$ cat src/rtl/seq_pkg.sv
// Shared types for the serializer and the sequence detectors downstream.
// Holds the serializer state encoding and the legal WIDTH range.
package seq_pkg;

    typedef enum logic [1:0] {
        IDLE   = 2'b00,
        SHIFT  = 2'b01,
        PARITY = 2'b10
    } piso_state_t;

    localparam int PISO_WIDTH_MIN = 2;
    localparam int PISO_WIDTH_MAX = 32;

endpackage

$ cat src/rtl/piso_shreg.sv
// Load/shift register plus bits-remaining down-counter for piso_serializer.
// Ports: clk, rst (sync, active-high), load_i, shift_i, din_i[WIDTH-1:0],
//        next_msb_o (bit that becomes MSB after a shift), last_bit_o (cnt==1).
module piso_shreg
    import seq_pkg::*;
#(
    parameter int WIDTH = 8
) (
    input  logic             clk,
    input  logic             rst,
    input  logic             load_i,
    input  logic             shift_i,
    input  logic [WIDTH-1:0] din_i,
    output logic             next_msb_o,
    output logic             last_bit_o
);

    localparam int CW = $clog2(WIDTH + 1);

    logic [WIDTH-1:0] shreg_q, shreg_d;
    logic [CW-1:0]    cnt_q, cnt_d;

    always_comb begin
        shreg_d = shreg_q;
        cnt_d   = cnt_q;
        if (load_i) begin
            shreg_d = din_i;
            cnt_d   = CW'(WIDTH);
        end else if (shift_i) begin
            shreg_d = shreg_q << 1;
            cnt_d   = cnt_q - CW'(1);
        end
    end

    always_ff @(posedge clk) begin
        if (rst) begin
            shreg_q <= '0;
            cnt_q   <= '0;
        end else begin
            shreg_q <= shreg_d;
            cnt_q   <= cnt_d;
        end
    end

    // x is registered, so the bit emitted after a shift is the one
    // currently just below the MSB.
    assign next_msb_o = shreg_q[WIDTH-2];
    assign last_bit_o = (cnt_q == CW'(1));

endmodule

$ cat src/rtl/piso_serializer.sv
// Parallel-in serial-out stage: MSB-first, one bit per clock, no gap
// between back-to-back words. Ports: clk, rst (sync, active-high),
// din[WIDTH-1:0], din_valid, din_ready, x, x_valid, busy.
// Macro PISO_PARITY_EN appends one even-parity bit after each word.
module piso_serializer
    import seq_pkg::*;
#(
    parameter int WIDTH = 8
) (
    input  logic             clk,
    input  logic             rst,
    input  logic [WIDTH-1:0] din,
    input  logic             din_valid,
    output logic             din_ready,
    output logic             x,
    output logic             x_valid,
    output logic             busy
);

    piso_state_t state_q, state_d;
    logic        x_q, x_d;
    logic        xv_q, xv_d;
    logic        accept;
    logic        shift_en;
    logic        last_bit;
    logic        next_msb;

`ifdef PISO_PARITY_EN
    logic        par_q, par_d;
`endif

    piso_shreg #(
        .WIDTH(WIDTH)
    ) u_shreg (
        .clk       (clk),
        .rst       (rst),
        .load_i    (accept),
        .shift_i   (shift_en),
        .din_i     (din),
        .next_msb_o(next_msb),
        .last_bit_o(last_bit)
    );

    always_comb begin
        din_ready = 1'b0;
        if (!rst) begin
            unique case (state_q)
                IDLE:    din_ready = 1'b1;
`ifdef PISO_PARITY_EN
                SHIFT:   din_ready = 1'b0;
                PARITY:  din_ready = 1'b1;
`else
                SHIFT:   din_ready = last_bit;
`endif
                default: din_ready = 1'b0;
            endcase
        end
    end

    assign accept   = din_valid && din_ready;
    assign shift_en = (state_q == SHIFT) && !accept;

    always_comb begin
        state_d = state_q;
        x_d     = 1'b0;
        xv_d    = 1'b0;
`ifdef PISO_PARITY_EN
        par_d   = par_q;
`endif
        unique case (state_q)
            IDLE: state_d = IDLE;
            SHIFT: begin
                if (!last_bit) begin
                    x_d  = next_msb;
                    xv_d = 1'b1;
                end else begin
`ifdef PISO_PARITY_EN
                    state_d = PARITY;
                    x_d     = par_q;
                    xv_d    = 1'b1;
`else
                    state_d = IDLE;
`endif
                end
            end
`ifdef PISO_PARITY_EN
            PARITY: state_d = IDLE;
`endif
            default: state_d = IDLE;
        endcase
        // A reload overrides whatever the current state would do next.
        if (accept) begin
            state_d = SHIFT;
            x_d     = din[WIDTH-1];
            xv_d    = 1'b1;
`ifdef PISO_PARITY_EN
            par_d   = ^din;
`endif
        end
    end

    always_ff @(posedge clk) begin
        if (rst) begin
            state_q <= IDLE;
            x_q     <= 1'b0;
            xv_q    <= 1'b0;
`ifdef PISO_PARITY_EN
            par_q   <= 1'b0;
`endif
        end else begin
            state_q <= state_d;
            x_q     <= x_d;
            xv_q    <= xv_d;
`ifdef PISO_PARITY_EN
            par_q   <= par_d;
`endif
        end
    end

    assign x       = x_q;
    assign x_valid = xv_q;
    assign busy    = (state_q != IDLE);

endmodule

$ cat config.mk
export PLATFORM = sky130hd
export DESIGN_NAME = piso_serializer
export DESIGN_NICKNAME = d
export VERILOG_FILES = /design/src/rtl/seq_pkg.sv /design/src/rtl/piso_shreg.sv /design/src/rtl/piso_serializer.sv
export SDC_FILE = /design/constraint.sdc
export NUM_CORES = 1
export LEC_CHECK = 0
export ABC_AREA = 1
export BUFFER_PORTS_ARGS = -buffer_cell sky130_fd_sc_hd__clkbuf_2
export CORE_MARGIN = 2
export CORE_UTILIZATION = 49
export CTS_BUF_LIST = sky130_fd_sc_hd__clkbuf_8 sky130_fd_sc_hd__clkbuf_16
export DETAILED_ROUTE_END_ITERATION = 10
export HOLD_SLACK_MARGIN = 0.03
export PLACE_DENSITY = 0.73
export SETUP_SLACK_MARGIN = 0.4
export SLEW_MARGIN = 20
export SYNTH_ARGS = -nofsm -noshare
export SYNTH_HDL_FRONTEND = slang
export SYNTH_SLANG_ARGS = --single-unit
$ cat constraint.sdc
create_clock -name clk -period 3.32 [get_ports clk]
set_input_delay 0.664 -clock clk [delete_from_list [all_inputs] [get_ports clk]]
set_output_delay 0.664 -clock clk [all_outputs]
set_load 0.03 [all_outputs]
==> flow_summary.json <==
{
  "status": "finished clean",
  "grt_pass1_vias": 500,
  "internal_power_w": 0.0002835,
  "met1_usage": 0.2541,
  "cts_max_level": 1,
  "power_density_nw_per_um2": 502.4,
  "avgSynthCellArea_um2": 7.649,
  "post_drt_via_cell_ratio": 5.191,
  "pwr-share-comb": 0.162,
  "via_count": 597,
  "syn-num-nets": 101,
  "nFillCells": 125,
  "path_max_fanout": 16,
  "root_buffer": "clkbuf_8",
  "maxCapViolations": 0,
  "final_nets": 115,
  "ios": 15,
  "die_y_um": 41.07,
  "clk_path_buf_depth": 2,
  "io_buffers": 14,
  "seqPwrFrac": 0.487,
  "switchingPower_w": 0.0001069,
  "fin_crit_sh": 0.6144,
  "clk_pin_slew_ps": 60,
  "first_pass_iters": 4,
  "ys_seq_elements": 14,
  "rsz0062_at_grt": "no",
  "slew_headroom": 0.5908,
  "routed_wl_um": 1375,
  "postRouteAntennaNets": 0,
  "die-area_um2": 1686,
  "hold_viol_final": 0,
  "postCtsSetupRepairBufs": 0,
  "ys_warn_count": 0,
  "core_um2": 1285,
  "cts_buffers": 3,
  "rows": 13,
  "ys_types": 20,
  "n_antenna_cell": 0,
  "leakage_nw": 0.3455,
  "cts-resized-gates": 0,
  "fin_util": 0.6047,
  "crit_required_ps": 2660,
  "gp_congestion": 0.8177,
  "syn_to_final_growth_pct": 15.43,
  "antenna_found_initial": 0,
  "p_clk_frac": 0.351,
  "min_path_type": "reg2reg",
  "met2_usage": 0.2852,
  "ctsHoldBuffers": 0,
  "grt-busiest-layer": "met2",
  "ys.flop_type": "dfxtp_1",
  "grt_pass1_wl_um": 2125,
  "worst_pin_slew_ps": 612.9,
  "synth_edf_count": 0,
  "clk-insertion-delay-late_ps": 240,
  "drive_gt1_frac": 0.2400,
  "detail_route.wl_per_cell_um": 11.96,
  "max_freq_mhz": 490.2,
  "syn_area_um2": 673.1,
  "yosysSeqAreaShare": 0.4164,
  "grt_remaining_overflow": 0,
  "cts_tree": "yes",
  "drc": 0,
  "track_usage": 0.1964,
  "finClkSkew_ps": 2.519,
  "finalSetupViolCount": 0,
  "worstSetupPathType": "reg2out",
  "cp.arrival_ps": 1380,
  "endpoint_kind": "output pin",
  "syn-instance-count": 88,
  "met3_usage": 0.04891,
  "crit_path_start_kind": "register",
  "die_w_um": 41.07,
  "swShare": 0.2738,
  "start_util": 0.5239,
  "post-route-min-period_ps": 2040,
  "synthArstFlopShare": 0,
  "grt_max_degree": 17,
  "drt_iter0_markers": 12,
  "hpwl_um": 899.9,
  "clock_sinks": 14,
  "finalSetupTns_ps": 0,
  "maxSlewViolCount": 0,
  "irDropWorstVdd_mv": 0.1780
}
==> state kept, by name (all words and copies together) (netlist names) <==
register / count
u_shreg.shreg_q: 7
u_shreg.cnt_q: 4
state_q: 1
x: 1
x_valid: 1
==> cells by family (layout without fill, tap and decap cells) <==
kind of cell	count (synthesis)	after routing	synth area share
xor gates and xnor gates	2	2	0.02603
buffers and inverters	14	26	0.08921
DFF	14	14	0.4164
AOI/OAI and AO/OA	11	11	0.08922
and+or+nand+nor	45	45	0.3420
adders and majority gates	2	2	0.03717
==> power by group through the flow <==
stage	clock, W	sequential (W)	combinational, W
floorplan	0	0.000194	0.0000468
global placement	0	0.000193	0.0000618
detailed placement	0	0.000194	0.0000625
CTS	0.000141	0.000190	0.0000631
global route	0.000148	0.000192	0.0000725
finish	0.000137	0.000190	0.0000631
==> final cells by class <==
cell class	instances	area [µm²]	share of cell area
multi-input cells	60	332.8	0.4283
flip-flops and latches	14	280.3	0.3607
repair buffers	14	70.07	0.09018
clock buffers	3	41.29	0.05314
inverters	9	33.78	0.04348
well taps	15	18.77	0.02415
==> cells in the mapped netlist, types with 2 or more instances <==
cell | number | share of area
buf_2 | 3 | 0.022
ha_1 | 2 | 0.037
nand4_1 | 6 | 0.056
nand2_2 | 2 | 0.019
nor2_1 | 5 | 0.028
nand3_1 | 13 | 0.097
a21oi_1 | 9 | 0.067
nand2_1 | 15 | 0.084
inv_1 | 9 | 0.050
dfxtp_1 | 14 | 0.42
==> path summary, 6_finish.rpt <==
check	from	end	slack (ps)	depth (start not counted)
max reg2reg	state_q[0]	u_shreg.shreg_q[3]	1840	4
min	u_shreg.shreg_q[0]	u_shreg.shreg_q[0]	470	2
max	state_q[0]	din_ready	1280	2
min reg2reg	u_shreg.shreg_q[0]	u_shreg.shreg_q[0]	470	2
==> per-stage QoR <==
stage | hold slack (ps) | total power, W | worst slack [ps] | area, µm² | instances
2_1_floorplan | 445.0 | 0.0002411 | 1249 | 673.1 | 88
3_3_place_gp | 453.7 | 0.0002552 | 1368 | 735.7 | 112
3_5_place_dp | 459.4 | 0.0002561 | 1344 | 735.7 | 112
4_1_cts | 474.0 | 0.0003944 | 1270 | 777.0 | 115
5_1_grt | 491.3 | 0.0004123 | 1136 | 777.0 | 115
6_report | 474.2 | 0.0003903 | 1280 | 777.0 | 115
==> placed cells by master, fill, tap and decap left out <==
cell	count
nand2_4	1
clkbuf_8	3
a21oi_2	1
inv_1	9
clkbuf_2	14
nor2_1	5
xor2_1	1
a21oi_1	9
or2_2	1
a31oi_1	1
nand2_1	15
nand2_2	2
ha_1	2
nand3_1	13
nand4_1	6
nand3_2	1
nor3b_2	1
xnor2_1	1
dfxtp_1	14
==> critical path, cell delays in order, from the launching register on <==
cell      delay, ps
dfxtp_1         710
a21oi_1         200
clkbuf_2        220
==> layer usage <==
metal	routed length (µm)	part of all wire
met4	22	0.016
met2	614	0.45
met1	690	0.50
met3	48	0.035
met5	0	0
Power figures use the tool's default switching activity.
